## config.mk

```make
export PLATFORM = sky130hd
export DESIGN_NAME = digit_counter_flat
export DESIGN_NICKNAME = d
export VERILOG_FILES = /design/src/rtl/digit_counter_if.sv /design/src/rtl/digit_counter.sv /design/src/flat_wrapper.sv
export SDC_FILE = /design/constraint.sdc
export NUM_CORES = 1
export LEC_CHECK = 0
export CORE_MARGIN = 2
export CORE_UTILIZATION = 49
export DETAILED_ROUTE_END_ITERATION = 16
export GPL_TIMING_DRIVEN = 1
export PLACE_DENSITY = 0.8
export SYNTH_ARGS = -nofsm -noshare
export SYNTH_HDL_FRONTEND = slang
export SYNTH_SLANG_ARGS = --single-unit
```

## constraint.sdc

```tcl
create_clock -name clk -period 2.3 [get_ports clk]
set_clock_uncertainty 0.1 [all_clocks]
set_input_delay 0.46 -clock clk [delete_from_list [all_inputs] [get_ports clk]]
set_output_delay 0.46 -clock clk [all_outputs]
set_load 0.05 [all_outputs]
```

## src/rtl/digit_counter_if.sv

```systemverilog
// digit_counter_if: control, load and status bundle of a digit_counter.
// master drives controls and load data; slave returns the count and flags.
interface digit_counter_if #(
  parameter int DIGITS = 4,
  parameter int DW     = 4
);
  logic                 en;
  logic                 up;
  logic                 load;
  logic [DIGITS*DW-1:0] load_val;
  logic [DIGITS*DW-1:0] count;
  logic                 cout;
  logic                 at_zero;
  logic                 at_max;

  modport master (
    output en, up, load, load_val,
    input  count, cout, at_zero, at_max
  );

  modport slave (
    input  en, up, load, load_val,
    output count, cout, at_zero, at_max
  );
endinterface

```

## src/rtl/digit_counter.sv

```systemverilog
// digit_counter: cascaded modulo-BASE up/down counter with parallel load and terminal flags.
// Define DIGIT_COUNTER_SAT_EN to hold at all-(BASE-1) / all-0 instead of wrapping.
module digit_counter #(
  parameter int DIGITS = 4,
  parameter int BASE   = 10,
  parameter int DW     = 4
) (
  input logic            clk,
  input logic            reset,
  digit_counter_if.slave bus
);
  localparam logic [DW-1:0] MAX_D  = DW'(BASE - 1);
  localparam logic [DW-1:0] ZERO_D = DW'(0);
  localparam logic [DW-1:0] ONE_D  = DW'(1);

  logic [DW-1:0] digit_r     [DIGITS];
  logic [DW-1:0] stepped_s   [DIGITS];
  logic [DW-1:0] digit_nxt_s [DIGITS];
  logic          cout_r;
  logic          cout_nxt_s;
  logic          all_zero_s;
  logic          all_max_s;
  logic          wrap_s;

  function automatic logic [DW-1:0] step_digit(input logic [DW-1:0] d, input logic dir);
    logic [DW-1:0] r;
    if (dir) begin
      r = (d == MAX_D) ? ZERO_D : d + ONE_D;
    end else begin
      r = (d == ZERO_D) ? MAX_D : d - ONE_D;
    end
    return r;
  endfunction

  // Out-of-range load digits collapse to 0 so the state never leaves 0..BASE-1.
  function automatic logic [DW-1:0] sanitize_digit(input logic [DW-1:0] d);
    return (d > MAX_D) ? ZERO_D : d;
  endfunction

  // Terminal detection across all digits; wrap_s is the terminal value for the current direction.
  always_comb begin
    all_zero_s = 1'b1;
    all_max_s  = 1'b1;
    for (int i = 0; i < DIGITS; i++) begin
      all_zero_s = all_zero_s & (digit_r[i] == ZERO_D);
      all_max_s  = all_max_s  & (digit_r[i] == MAX_D);
    end
    wrap_s = bus.up ? all_max_s : all_zero_s;
  end

  // Ripple enable: digit i steps only when every lower digit is at its terminal value.
  always_comb begin
    logic ripple;
    ripple = 1'b1;
    for (int i = 0; i < DIGITS; i++) begin
      stepped_s[i] = ripple ? step_digit(digit_r[i], bus.up) : digit_r[i];
      ripple       = ripple & (bus.up ? (digit_r[i] == MAX_D) : (digit_r[i] == ZERO_D));
    end
  end

  // Next-state selection: load beats count enable, otherwise hold.
  always_comb begin
    for (int i = 0; i < DIGITS; i++) begin
      digit_nxt_s[i] = digit_r[i];
    end
    cout_nxt_s = 1'b0;
    if (bus.load) begin
      for (int i = 0; i < DIGITS; i++) begin
        digit_nxt_s[i] = sanitize_digit(bus.load_val[i*DW +: DW]);
      end
    end else if (bus.en) begin
`ifdef DIGIT_COUNTER_SAT_EN
      if (!wrap_s) begin
        for (int i = 0; i < DIGITS; i++) begin
          digit_nxt_s[i] = stepped_s[i];
        end
      end else begin
        cout_nxt_s = 1'b0;
      end
`else
      for (int i = 0; i < DIGITS; i++) begin
        digit_nxt_s[i] = stepped_s[i];
      end
      cout_nxt_s = wrap_s;
`endif
    end else begin
      cout_nxt_s = 1'b0;
    end
  end

  // State register with synchronous active-low reset.
  always_ff @(posedge clk) begin
    if (!reset) begin
      for (int i = 0; i < DIGITS; i++) begin
        digit_r[i] <= ZERO_D;
      end
      cout_r <= 1'b0;
    end else begin
      for (int i = 0; i < DIGITS; i++) begin
        digit_r[i] <= digit_nxt_s[i];
      end
      cout_r <= cout_nxt_s;
    end
  end

  for (genvar g = 0; g < DIGITS; g++) begin : g_pack
    assign bus.count[g*DW +: DW] = digit_r[g];
  end

  assign bus.cout    = cout_r;
  assign bus.at_zero = all_zero_s;
  assign bus.at_max  = all_max_s;
endmodule

```

## src/flat_wrapper.sv

```systemverilog
// flat-port wrapper written by rule: the top's interface ports become plain ports
module digit_counter_flat 
#(
  parameter int DIGITS = 4,
  parameter int BASE   = 10,
  parameter int DW     = 4
)
  (clk, reset, bus_en, bus_up, bus_load, bus_load_val, bus_count, bus_cout, bus_at_zero, bus_at_max);
  digit_counter_if #(.DIGITS(DIGITS), .DW(DW)) bus_i ();
  input logic clk;
  input logic reset;
  input wire logic [$bits(bus_i.en)-1:0] bus_en;
  input wire logic [$bits(bus_i.up)-1:0] bus_up;
  input wire logic [$bits(bus_i.load)-1:0] bus_load;
  input wire logic [$bits(bus_i.load_val)-1:0] bus_load_val;
  output wire logic [$bits(bus_i.count)-1:0] bus_count;
  output wire logic [$bits(bus_i.cout)-1:0] bus_cout;
  output wire logic [$bits(bus_i.at_zero)-1:0] bus_at_zero;
  output wire logic [$bits(bus_i.at_max)-1:0] bus_at_max;
  assign bus_i.en = bus_en;
  assign bus_i.up = bus_up;
  assign bus_i.load = bus_load;
  assign bus_i.load_val = bus_load_val;
  assign bus_count = bus_i.count;
  assign bus_cout = bus_i.cout;
  assign bus_at_zero = bus_i.at_zero;
  assign bus_at_max = bus_i.at_max;
  digit_counter #(.DIGITS(DIGITS), .BASE(BASE), .DW(DW)) u_core (.clk(clk), .reset(reset), .bus(bus_i));
endmodule
```

==> metrics.txt <==
outcome finished, final reports clean; CP required 1.74 ns; Min Hold Slack 0.519 ns; TritonRoute pass-1 iters 4; Post-route DRC 0; remaining global-route overflow 0; combinational family with the most area after synthesis simple AND/OR/NAND/NOR gates; H-tree levels 1; core area 0.00308 mm²; Syn Std Cell Area 0.00160 mm²; Total GRT Usage 0.234; Via Count 1787; Synth Instances 225; Worst-Margin Slew 0.518 ns; WP data arrival 1.67 ns; TritonCTS clock tree done; worst setup margin 0.0692 ns; fin crit share 0.970; CP endpoint kind primary output; Post-Syn Nets 246; Final Hold Viols 0; number of synthesized register bits 17; Hold Buf Count CTS 0; Post-DRT Antenna Nets 0; total routed wirelength 4040 µm; clock sinks 17; fraction of layout instances using a drive strength above 1 0.163; chip height 61.1 µm; Max IR drop VDD 0.000204 V; crit-path max FO 9; Period minus WS final 2.23 ns; placed insts 303; Post-DP HPWL 2990 µm; RSZ-0062 raised after global routing false; Layout Cells excl Fill 307; # resized after CTS 1; final core occ 0.694; final setup violation count 0; mean post-synth cell area 7.11 µm²; fmax 0.448 GHz; Die W 61.1 µm; Root Driver clkbuf_4; EDFF count, synth 0; Setup Fix Bufs, Post-CTS 0; Final Wtd Congestion 0.877; vias in the first global route 1527; simple-gate share of the synthesized area 0.356; I/O Buffers 39; Slew Viols, Final 0; most common flop cell mapped by yosys dfxtp_1; Worst-path clk slew 0.12 ns; Leak 0.000882 µW; Synth Area in XOR/XNOR 0.0383; CTS Buf Count 3; max cap viols 0; Worst-Skew Late Latency 0.31 ns; Top-Level Pins 40; Crit Path Category reg2out; pre-CTS WS -0.0618 ns; relative slew slack 0.654; initial antenna violation count 0; post-DR vias/cell 5.82; Starting Density 0.520; hold crit path type reg2reg; # rows 20; Worst setup SP type register; # fillers 261; WL/cell 13.2 µm; Synthesis Warnings 0; first-pass GRT wire length 6690 µm; P&R area growth vs syn 33.5%; largest net degree at the start of global routing 15; nets@finish 285; post-synthesis compound-gate area fraction 0.287; diode count 0; CTS max path bufs 2; Yosys cell types 58; PD cells 418 mW/mm²; Post-Synth Adder-Cell Area 0; Die ar. 0.00374 mm²; asr flop ratio synth 0; register area share after synthesis 0.213; mux share of post-synthesis cell area 0.00625; initial DRC count 129; Final Power 893 µW
cell type report:
type,count,area [µm²],area share
multi-input cells,176,1110,0.522
repair buffers,58,567,0.265
well taps,44,55.1,0.0258
flip-flops and latches,17,343,0.160
clock buffers,3,22.5,0.0105
clock inverters,1,5.00,0.00234
inverters,8,30.0,0.0141
cell families (layout without fill, tap and decap cells):
kind of cell | Yosys count | in the layout
AO/OA/AOI/OAI | 65 | 65
XOR/XNOR | 7 | 7
buffers and inverters | 32 | 70
flip-flops | 17 | 17
multiplexers | 1 | 1
AND/OR/NAND/NOR | 103 | 103
synthesized netlist by cell type (all sizes together), types with 2 or more instances:
cell type / n / area, µm²
xnor2: 3 / 26.3
or3: 4 / 30.0
nand4: 4 / 25.0
o21ai: 13 / 68.8
nand4b: 2 / 17.5
o22ai: 5 / 31.3
a31oi: 3 / 18.8
dfxtp: 17 / 340
or2: 3 / 18.8
o211ai: 6 / 45.0
nand2b: 5 / 31.3
nand3: 17 / 85.1
nor2: 21 / 78.8
a21boi: 2 / 15.0
inv: 8 / 30.0
or3b: 2 / 20.0
a21oi: 19 / 118
buf: 11 / 81.3
nand2: 20 / 75.1
nor3b: 2 / 15.0
nor3: 6 / 30.0
nor4: 4 / 25.0
xor2: 4 / 35.0
nand3b: 4 / 30.0
clkbuf: 13 / 48.8
a211oi: 2 / 15.0
nor2b: 3 / 18.8
sequential cells by signal, indices dropped and copies added (netlist names):
| signal | cells |
|---|---|
| u_core.bus.cout | 1 |
| u_core.digit_r | 16 |
critical path, cell delays in order, from the launching register on:
cell and delay, ns:
dfxtp_1 0.43, or3_4 0.43, and4bb_2 0.36, buf_12 0.14
cells in the final DEF (no fill, tap or decap), drive strengths merged, types with 4 or more instances in the layout:
master          n
o21ai          13
buf            22
clkdlybuf4s50  28
inv             8
nand2          20
o22ai           5
nor2           21
nand3b          4
dlymetal6s2s    7
o211ai          6
dfxtp          17
nor4            4
nor3            6
or3             4
a21oi          19
nand4           4
nand2b          5
nand3          17
xor2            4
per-stage QoR:
step / setup TNS [ns] / area [µm²]
5_1_grt: 0 / 2140
3_3_place_gp: -0.0679 / 2090
6_report: 0 / 2140
2_1_floorplan: 0 / 1620
3_5_place_dp: -0.118 / 2090
4_1_cts: 0 / 2120
power by group:
part	switching (µW)	internal [µW]
clock	114	65.1
combinational	198	166
sequential	38.4	312
total	350	543
path summary, 6_finish.rpt:
check                        start                    end  slack, ns  cells past startpoint
max          u_core.digit_r[0][11]            bus_at_zero       0.07                      3
min          u_core.digit_r[0][15]  u_core.digit_r[0][15]       0.52                      2
max reg2reg   u_core.digit_r[0][0]   u_core.digit_r[0][5]       0.38                      6
min reg2reg  u_core.digit_r[0][15]  u_core.digit_r[0][15]       0.52                      2
routing by layer:
metal / part of all wire / vias up / GRT usage
met1: 0.47 / 815 / 0.316
met2: 0.46 / 67 / 0.388
li1: - / 898 / -
met5: 0 / - / 0
met4: 0.013 / 0 / 0.0652
met3: 0.056 / 7 / 0.0336
Power figures use the tool's default switching activity.
